## config.mk

```make
export PLATFORM = sky130hd
export DESIGN_NAME = regfile_write_arbiter
export DESIGN_NICKNAME = d
export VERILOG_FILES = /design/src/rtl/regfile_write_arbiter.sv
export SDC_FILE = /design/constraint.sdc
export NUM_CORES = 1
export LEC_CHECK = 0
export ABC_CLOCK_PERIOD_IN_PS = 2900
export CORE_MARGIN = 4
export CORE_UTILIZATION = 48
export CTS_CLUSTER_SIZE = 24
export DETAILED_ROUTE_END_ITERATION = 7
export PLACE_DENSITY = 0.95
export SKIP_LAST_GASP = 1
export SLEW_MARGIN = 20
export SYNTH_ARGS = -nofsm -noshare
export SYNTH_HDL_FRONTEND = slang
export SYNTH_SLANG_ARGS = --single-unit
```

## constraint.sdc

```tcl
create_clock -name clock -period 2.9 [get_ports clock]
set_input_delay 0.58 -clock clock [delete_from_list [all_inputs] [get_ports clock]]
set_output_delay 0.58 -clock clock [all_outputs]
set_load 0.05 [all_outputs]
```

## src/rtl/regfile_write_arbiter.sv

```systemverilog
// regfile_write_arbiter
//   Shares the single register-file write port between the processor
//   writeback stage and two external requesters (e.g. board-IO and
//   motor-status logic posting values that software polls).
//
//   Processor writeback has priority and passes straight through with zero
//   latency. External writes use a 4-phase req/ack handshake. Each one is
//   captured into a per-port holding register and then drained in
//   round-robin order whenever the processor is not writing. A per-port
//   wait counter stalls the processor once a held write has been bypassed
//   MAX_WAIT times. Writes to register 0 never reach the regfile.
//
// Ports
//   clock        system clock, rising edge
//   reset        asynchronous active-low reset
//   proc_we      processor writeback enable
//   proc_wreg    processor destination register
//   proc_wdata   processor writeback data
//   proc_stall   registered; processor freezes writeback and holds proc_*
//   ext0_req     port 0 write request (4-phase)
//   ext0_reg     port 0 destination register
//   ext0_data    port 0 write data
//   ext0_ack     port 0 write completed (registered)
//   ext1_*       same as ext0_*, for port 1
//   rf_we        regfile write enable
//   rf_wreg      regfile write index
//   rf_wdata     regfile write data
module regfile_write_arbiter #(
   parameter int unsigned DATA_WIDTH = 32,
   parameter int unsigned ADDR_WIDTH = 5,
   parameter int unsigned MAX_WAIT   = 8
) (
   input  logic                  clock,
   input  logic                  reset,

   input  logic                  proc_we,
   input  logic [ADDR_WIDTH-1:0] proc_wreg,
   input  logic [DATA_WIDTH-1:0] proc_wdata,
   output logic                  proc_stall,

   input  logic                  ext0_req,
   input  logic [ADDR_WIDTH-1:0] ext0_reg,
   input  logic [DATA_WIDTH-1:0] ext0_data,
   output logic                  ext0_ack,

   input  logic                  ext1_req,
   input  logic [ADDR_WIDTH-1:0] ext1_reg,
   input  logic [DATA_WIDTH-1:0] ext1_data,
   output logic                  ext1_ack,

   output logic                  rf_we,
   output logic [ADDR_WIDTH-1:0] rf_wreg,
   output logic [DATA_WIDTH-1:0] rf_wdata
);

   localparam logic [7:0] WAIT_LIMIT = 8'(MAX_WAIT);

   typedef enum logic [1:0] {
      PORT_IDLE = 2'd0,
      PORT_HELD = 2'd1,
      PORT_DONE = 2'd2
   } port_state_t;

   // ------------------------------------------------------------------
   // Per-port views of the external interfaces
   // ------------------------------------------------------------------
   logic [1:0]            req;
   logic [ADDR_WIDTH-1:0] in_reg  [0:1];
   logic [DATA_WIDTH-1:0] in_data [0:1];

   assign req[0]     = ext0_req;
   assign req[1]     = ext1_req;
   assign in_reg[0]  = ext0_reg;
   assign in_reg[1]  = ext1_reg;
   assign in_data[0] = ext0_data;
   assign in_data[1] = ext1_data;

   // ------------------------------------------------------------------
   // State
   // ------------------------------------------------------------------
   port_state_t           state_q   [0:1];
   port_state_t           state_d   [0:1];
   logic [ADDR_WIDTH-1:0] hold_reg  [0:1];
   logic [DATA_WIDTH-1:0] hold_data [0:1];
   logic [7:0]            wait_q    [0:1];
   logic                  rr_q;
   logic                  stall_q;

   logic [1:0] held;
   logic [1:0] issue;
   logic [1:0] starve;
   logic       proc_issue;

   assign held[0] = (state_q[0] == PORT_HELD);
   assign held[1] = (state_q[1] == PORT_HELD);

   // ------------------------------------------------------------------
   // Issue selection: processor first, then held ports by round robin
   // ------------------------------------------------------------------
   always_comb begin
      issue      = '0;
      proc_issue = proc_we & ~stall_q;
      if (!proc_issue) begin
         if (held[0] && held[1]) begin
            if (rr_q) issue = 2'b10;
            else      issue = 2'b01;
         end else if (held[0]) begin
            issue = 2'b01;
         end else if (held[1]) begin
            issue = 2'b10;
         end
      end
   end

   // ------------------------------------------------------------------
   // Write-port mux
   // ------------------------------------------------------------------
   logic                  wr_en;
   logic [ADDR_WIDTH-1:0] wr_reg;
   logic [DATA_WIDTH-1:0] wr_data;

   always_comb begin
      wr_en   = 1'b0;
      wr_reg  = '0;
      wr_data = '0;
      if (proc_issue) begin
         wr_en   = 1'b1;
         wr_reg  = proc_wreg;
         wr_data = proc_wdata;
      end else if (issue[0]) begin
         wr_en   = 1'b1;
         wr_reg  = hold_reg[0];
         wr_data = hold_data[0];
      end else if (issue[1]) begin
         wr_en   = 1'b1;
         wr_reg  = hold_reg[1];
         wr_data = hold_data[1];
      end
   end

   // Register 0 is hardwired: an issued write to it is consumed (and acked)
   // but never enables the regfile. Reset gates the enable combinationally
   // so a pass-through proc_we cannot leak out while reset is held.
   assign rf_we    = reset & wr_en & (wr_reg != '0);
   assign rf_wreg  = wr_reg;
   assign rf_wdata = wr_data;

   // ------------------------------------------------------------------
   // Per-port FSM next state
   // ------------------------------------------------------------------
   always_comb begin
      for (int unsigned k = 0; k < 2; k++) begin
         state_d[k[0]] = state_q[k[0]];
         case (state_q[k[0]])
            PORT_IDLE: if (req[k[0]])   state_d[k[0]] = PORT_HELD;
            PORT_HELD: if (issue[k[0]]) state_d[k[0]] = PORT_DONE;
            PORT_DONE: if (!req[k[0]])  state_d[k[0]] = PORT_IDLE;
            default:                    state_d[k[0]] = PORT_IDLE;
         endcase
      end
   end

   // A port starves this cycle if it has already been bypassed MAX_WAIT
   // times and is bypassed again; the stall then lands on the next edge.
   // The counter saturates, so the stall persists until that port issues.
   always_comb begin
      starve = '0;
      for (int unsigned k = 0; k < 2; k++) begin
         starve[k[0]] = held[k[0]] && !issue[k[0]] && (wait_q[k[0]] == WAIT_LIMIT);
      end
   end

   // ------------------------------------------------------------------
   // Sequential state
   // ------------------------------------------------------------------
   always_ff @(posedge clock or negedge reset) begin
      if (!reset) begin
         for (int unsigned k = 0; k < 2; k++) begin
            state_q[k[0]]   <= PORT_IDLE;
            hold_reg[k[0]]  <= '0;
            hold_data[k[0]] <= '0;
            wait_q[k[0]]    <= '0;
         end
         rr_q    <= 1'b0;
         stall_q <= 1'b0;
      end else begin
         for (int unsigned k = 0; k < 2; k++) begin
            state_q[k[0]] <= state_d[k[0]];

            if (state_q[k[0]] == PORT_IDLE && req[k[0]]) begin
               hold_reg[k[0]]  <= in_reg[k[0]];
               hold_data[k[0]] <= in_data[k[0]];
            end

            if (held[k[0]] && !issue[k[0]]) begin
               if (wait_q[k[0]] < WAIT_LIMIT) wait_q[k[0]] <= wait_q[k[0]] + 8'd1;
            end else begin
               wait_q[k[0]] <= '0;
            end
         end

         if (issue[0])      rr_q <= 1'b1;
         else if (issue[1]) rr_q <= 1'b0;

         stall_q <= |starve;
      end
   end

   assign proc_stall = stall_q;
   assign ext0_ack   = (state_q[0] == PORT_DONE);
   assign ext1_ack   = (state_q[1] == PORT_DONE);

endmodule

```

# Word level (Yosys, flattened, before mapping)

Index checks and enable logic that the tools add are counted.
W data, S select, Z words.

Add/subtract/negate cells: 2
$lt $le $gt $ge: 2
Eq/ne operators: 14
Multiplexer cells: 28
Bitwise gates (word level): 4
Reduce and logical (&&, ||, !) cells: 16

Operator list:

| kind                  | count |
|---|---|
| $mux W32              | 3 |
| $mux W8               | 4 |
| $mux W2               | 11 |
| $add A8 B1 Y8 const B | 2 |
| $eq A8 B4 Y1 const B  | 2 |
| $lt A8 B4 Y1 const B  | 2 |
| $mux W5               | 3 |
| $pmux W2 S3           | 2 |
| $ne A2 B1 Y1 const B  | 4 |
| $ne A2 B2 Y1 const B  | 4 |
| $logic_and A1 B1 Y1   | 7 |
| $reduce_and A3 Y1     | 2 |
| $mux W1               | 5 |
| $reduce_bool A5 Y1    | 1 |
| $eq A2 B1 Y1 const B  | 2 |
| $eq A2 B2 Y1 const B  | 2 |
| $logic_not A2 Y1      | 2 |
| $and A1 B1 Y1         | 3 |
| $logic_not A1 Y1      | 2 |
| $reduce_bool A2 Y1    | 1 |
| $reduce_or A2 Y1      | 1 |
| $not A1 Y1            | 1 |

Register bits: 96
Input bits: 116
Output and inout port bits: 41
Logic and storage cells: 76

# Logic depth before layout (Yosys ltp)

Depth after elaboration: 10
Gate-level depth with buffers: 6
Mapped depth without buffers: 5

# Worst setup path after synthesis

OpenSTA, ideal clock, no wires.

Path kind: register to output
Start point: register stall_q, in the netlist proc_stall
End point: output port rf_we
Data arrival time: 2.724 ns
Required time: 2.320 ns
Setup slack: -0.404 ns
Cell stages (with the launch flop): 7
Buffers on the path: 1
Path through: dfrtp_1 -> and2b_1 -> nor3_1 -> buf_6 -> a221o_1 -> nor4_2 -> a21oi_1

Word-level cells in the longest chain between the ends: 8
Elaborated cells between the ends (all ways): 12
Classes of those cells: mux: 7; bitwise: 4; reduce/logical: 1

Ends and longest elaborated chain:

| element                | RTL line | RTL |
|---|---|---|
| from (decl)            | 87       | `logic stall_q;` |
| from (signal assigned) | 205      | `stall_q <= \|starve;` |
| $not A1 Y1 *           | 102      | `proc_issue = proc_we & ~stall_q;` |
| $and A1 B1 Y1 *        | 102      |  |
| $mux W2                | 103      | `if (!proc_issue) begin` |
| $mux W5                | 134      | `end else if (issue[1]) begin` |
| $mux W5                | 130      | `end else if (issue[0]) begin` |
| $mux W5 *              | 126      | `if (proc_issue) begin` |
| net rf_wreg[1]         | 52       | `output logic [ADDR_WIDTH-1:0] rf_wreg,` |
| $reduce_bool A5 Y1 *   | 144      | `assign rf_we = reset & wr_en & (wr_reg != '0);` |
| $and A1 B1 Y1 *        | 144      |  |
| to (decl)              | 51       | `output logic rf_we,` |

Mark *: on every way through the listed nets, which the timed path passes. The rest lies on a longest branch.

# Final worst setup path

Start point: input port proc_we
End point: output port rf_we

Word-level cells in the longest chain between the ends: 7
Elaborated cells between the ends (all ways): 11
Classes of those cells: mux: 7; bitwise: 3; reduce/logical: 1

Ends and longest elaborated chain:

| element                                                    | RTL line | RTL |
|---|---|---|
| from (decl)                                                | 36       | `input logic proc_we,` |
| $and A1 B1 Y1 *                                            | 102      |  |
| $mux W2                                                    | 103      |  |
| $mux W5 / $mux W1 (equally long branches)                  | 134      |  |
| $mux W5 / $mux W1 (equally long branches)                  | 130      |  |
| $mux W5 / $mux W1 (equally long branches)                  | 126      |  |
| $reduce_bool A5 Y1 / $and A1 B1 Y1 (equally long branches) | 144      |  |
| $and A1 B1 Y1 *                                            | 144      |  |

Mark *: on every way between the ends. The rest lies on a longest branch, timed or not.

==> run_results.csv <==
group,metric,value,unit
worst_setup_path,crit_buf_inv,3,
timing,fin_ws,0.102,ns
global_route,grt_util_met3,7.65,%
clock_network,cts_buffer_depth,2,
detailed_routing,wl_per_cell,19.4,um
floorplanning,die_area,10600,um2
clock_network,htree_levels,3,
synthesis,synthTopCellsByArea,"dfrtp_1, mux2_2, a222oi_1, inv_1, and2_1",
placed_design,place_area,6420,um2
clock_network,holdBufCountCts,0,
worst_setup_path,crit_slowest_cell,"nor4_4",
pwr,power.density,1010,nW/um2
timing,rsz0062_at_grt,"no",
synthesis,synth_edf_count,0,
synthesis,synth_common_cells,"dfrtp_1, mux2_2, inv_1",
synthesis,yosys_most_used_dff,"dfrtp_1",
detailed_routing,num_vias,3441,
synthesis,syn_area_per_cell,12.9,um2
worst_setup_path,crit_path_max_fanout,7,
worst_setup_path,worst_path_most_repeated_cell,"buf_6",
worst_setup_path,critical_path_class,"input pin to output pin",
global_route,use_met2,39.3,%
floorplanning,rows,34,
detailed_routing,detail_route.iter0.violations,260,
placed_design,pre_cts_slack,-0.222,ns
timing,finalClockSkew,0.00884,ns
pwr,p_leak,2.94,nW
global_route,grt_pass1_vias,3848,
pwr,p_int,4.10,mW
global_route,top_usage_layer,"met2",
cells_and_area,drive_above_1_share,31.5,%
global_route,antenna_found_initial,1,
synthesis,syn_inst,335,
cells_and_area,area_growth,54.6,%
timing,tightest_slew,0.852,ns
timing,timing.fmax,0.357,GHz
global_route,met1_usage,27.8,%
clock_network,clk_latency,0.34,ns
pwr,clkPwrFrac,11.8,%
clock_network,cts_buffers,9,
placed_design,dp_cells,595,
worst_setup_path,path_cells,"dlygate4sd2_1 -> and2b_4 -> buf_6 -> and2_1 -> a221o_1 -> nor4_4 -> a21oi_4 -> buf_6",
synthesis,synth_seq_cells,96,
worst_setup_path,critPathArrivalTime,2.22,ns
worst_setup_path,worstSetupStartpoint,"proc_we",
worst_setup_path,rrSetupSlack,1.02,ns
placed_design,io_buffers,156,
clock_network,clock_sinks,96,
synthesis,ys_warn_count,0,
timing,holdWs,0.131,ns
min_path,hold_class,"input pin to async pin",
worst_setup_path,reg2reg_to,"proc_stall",
floorplanning,start_util,49.5,%
worst_setup_path,end_kind,"output pin",
worst_setup_path,r2r_start,"state_q[0]",
outcome,status,"complete, no violations",
clock_network,cts_tree,"yes",
synthesis,ys_types,37,
detailed_routing,drc_errors,0,
global_route,track_usage,23.0,%
timing,hold_viol,0,
detailed_routing,routed_via_density,5.61,
worst_setup_path,cp_top_family,"simple AND/OR/NAND/NOR gates",
pwr,p_sw_share,39.2,%
synthesis,ys_async_sr_fraction,100,%
synthesis,syn_nets,455,
detailed_routing,firstDrtPassIters,5,
pwr,combinationalPowerShare,53.7,%
timing,drv_slew,0,
timing,fin_crit_sh,96.5,%
clock_network,cts_root_buffer,"clkbuf_8",
floorplanning,pin_count,157,
floorplanning,die_w,103,um
cells_and_area,largest_reg_flops,64,
cells_and_area,final_cells,613,
pwr,power,6.75,mW
pwr,p_switching,2.64,mW
worst_setup_path,crit_required,2.32,ns
synthesis,synth_top_area_cell,"dfrtp_1",
cells_and_area,antenna_cells,0,
global_route,grt_pass1_wl,18.8,mm
cells_and_area,final_util,76.4,%
pwr,seqPwrFrac,34.4,%
cells_and_area,post-route-cell-area,6670,um2
synthesis,synth.most_common_cell,"dfrtp_1",
timing,finalSetupViolations,0,
global_route,grt_max_degree,70,
clock_network,clkTransAtPathRegs,0.09,ns
worst_setup_path,slowest_delay,0.33,ns
placed_design,gp_congestion,0.784,
detailed_routing,antenna_left,0,
cells_and_area,fill_cells,562,
placed_design,dpl.hpwl,8.92,mm
worst_setup_path,r2r.worst_path.cells,6,
floorplanning,core,8720,um2
timing,fin_crit,2.80,ns
timing,tns,0,ns
cells_and_area,final_nets,620,
timing,relSlewSlack,43.2,%
synthesis,synth-seq-area-share,55.7,%
flow_run,cap_violations,0,
floorplanning,die_y,103,um
global_route,grt-ovfl-total,0,
detailed_routing,wl,11.9,mm
worst_setup_path,cp-start-kind,"input pin",
synthesis,synth_area,4310,um2
pwr,peakVddDrop,0.000593,V
synthesis,synth_top_area_share,55.7,%
-- placed cells by master, fill, tap and decap left out, types with 5 or more instances in the layout --
cell | synthesis | final
a222oi_1 | 33 | 33
and2_1 | 8 | 8
buf_12 | 0 | 37
buf_4 | 1 | 16
clkbuf_8 | 0 | 10
clkdlybuf4s50_1 | 0 | 116
dfrtp_1 | 96 | 94
inv_1 | 43 | 43
mux2_2 | 74 | 74
nor2_1 | 13 | 13
nor2b_1 | 5 | 5
-- power by group through the flow --
stage,Combinational (mW),Clock [mW],Sequential [mW]
6_report,3.63,0.797,2.32
5_1_grt,3.83,0.880,2.40
4_1_cts,3.63,0.818,2.31
3_5_place_dp,3.57,0,2.33
3_3_place_gp,3.46,0,2.28
2_1_floorplan,2.12,0,2.19
-- layer usage --
| metal | vias to the layer above | share of wire [%] |
|---|---|---|
| met3 | 21 | 9.1 |
| met1 | 1727 | 38 |
| met5 | - | 0.11 |
| met4 | 2 | 1.5 |
| met2 | 140 | 51 |
| li1 | 1551 | - |
-- area by class of cell --
type	count	area (um2)	share of cell area, %
Sequential cell	96	2400	36.1
Multi-Input combinational cell	176	1710	25.6
Clock buffer	10	138	2.06
Tap cell	108	135	2.03
Timing Repair Buffer	174	2080	31.1
Clock inverter	6	43.8	0.657
Inverter	43	161	2.42
-- what timing repair did --
action	CTS	global route
hold endpoints to repair	0	0
pin swaps	6	2
setup endpoints to repair	22	1
buffers inserted	2	0
gates resized for setup	8	4
-- worst max-delay path by stage --
stage            end  cells after the start
2_1_floorplan  rf_we                      6
3_3_place_gp   rf_we                      7
3_5_place_dp   rf_we                      7
4_1_cts        rf_we                      8
5_1_grt        rf_we                      8
6_report       rf_we                      8
-- kinds of logic (layout without fill, tap and decap cells) --
kind of cell / Yosys count / count (layout) / share of synthesized area [%]
AO/OA/AOI/OAI: 48 / 48 / 10.5
XOR/XNOR: 4 / 4 / 0.812
adder cells (fa/ha/maj): 4 / 4 / 1.16
buffers and inverters: 63 / 233 / 6.03
flip-flops: 96 / 96 / 55.7
multiplexers: 76 / 76 / 19.8
AND/OR/NAND/NOR: 44 / 44 / 6.01
Note: power is estimated with default switching activity, not from simulation.
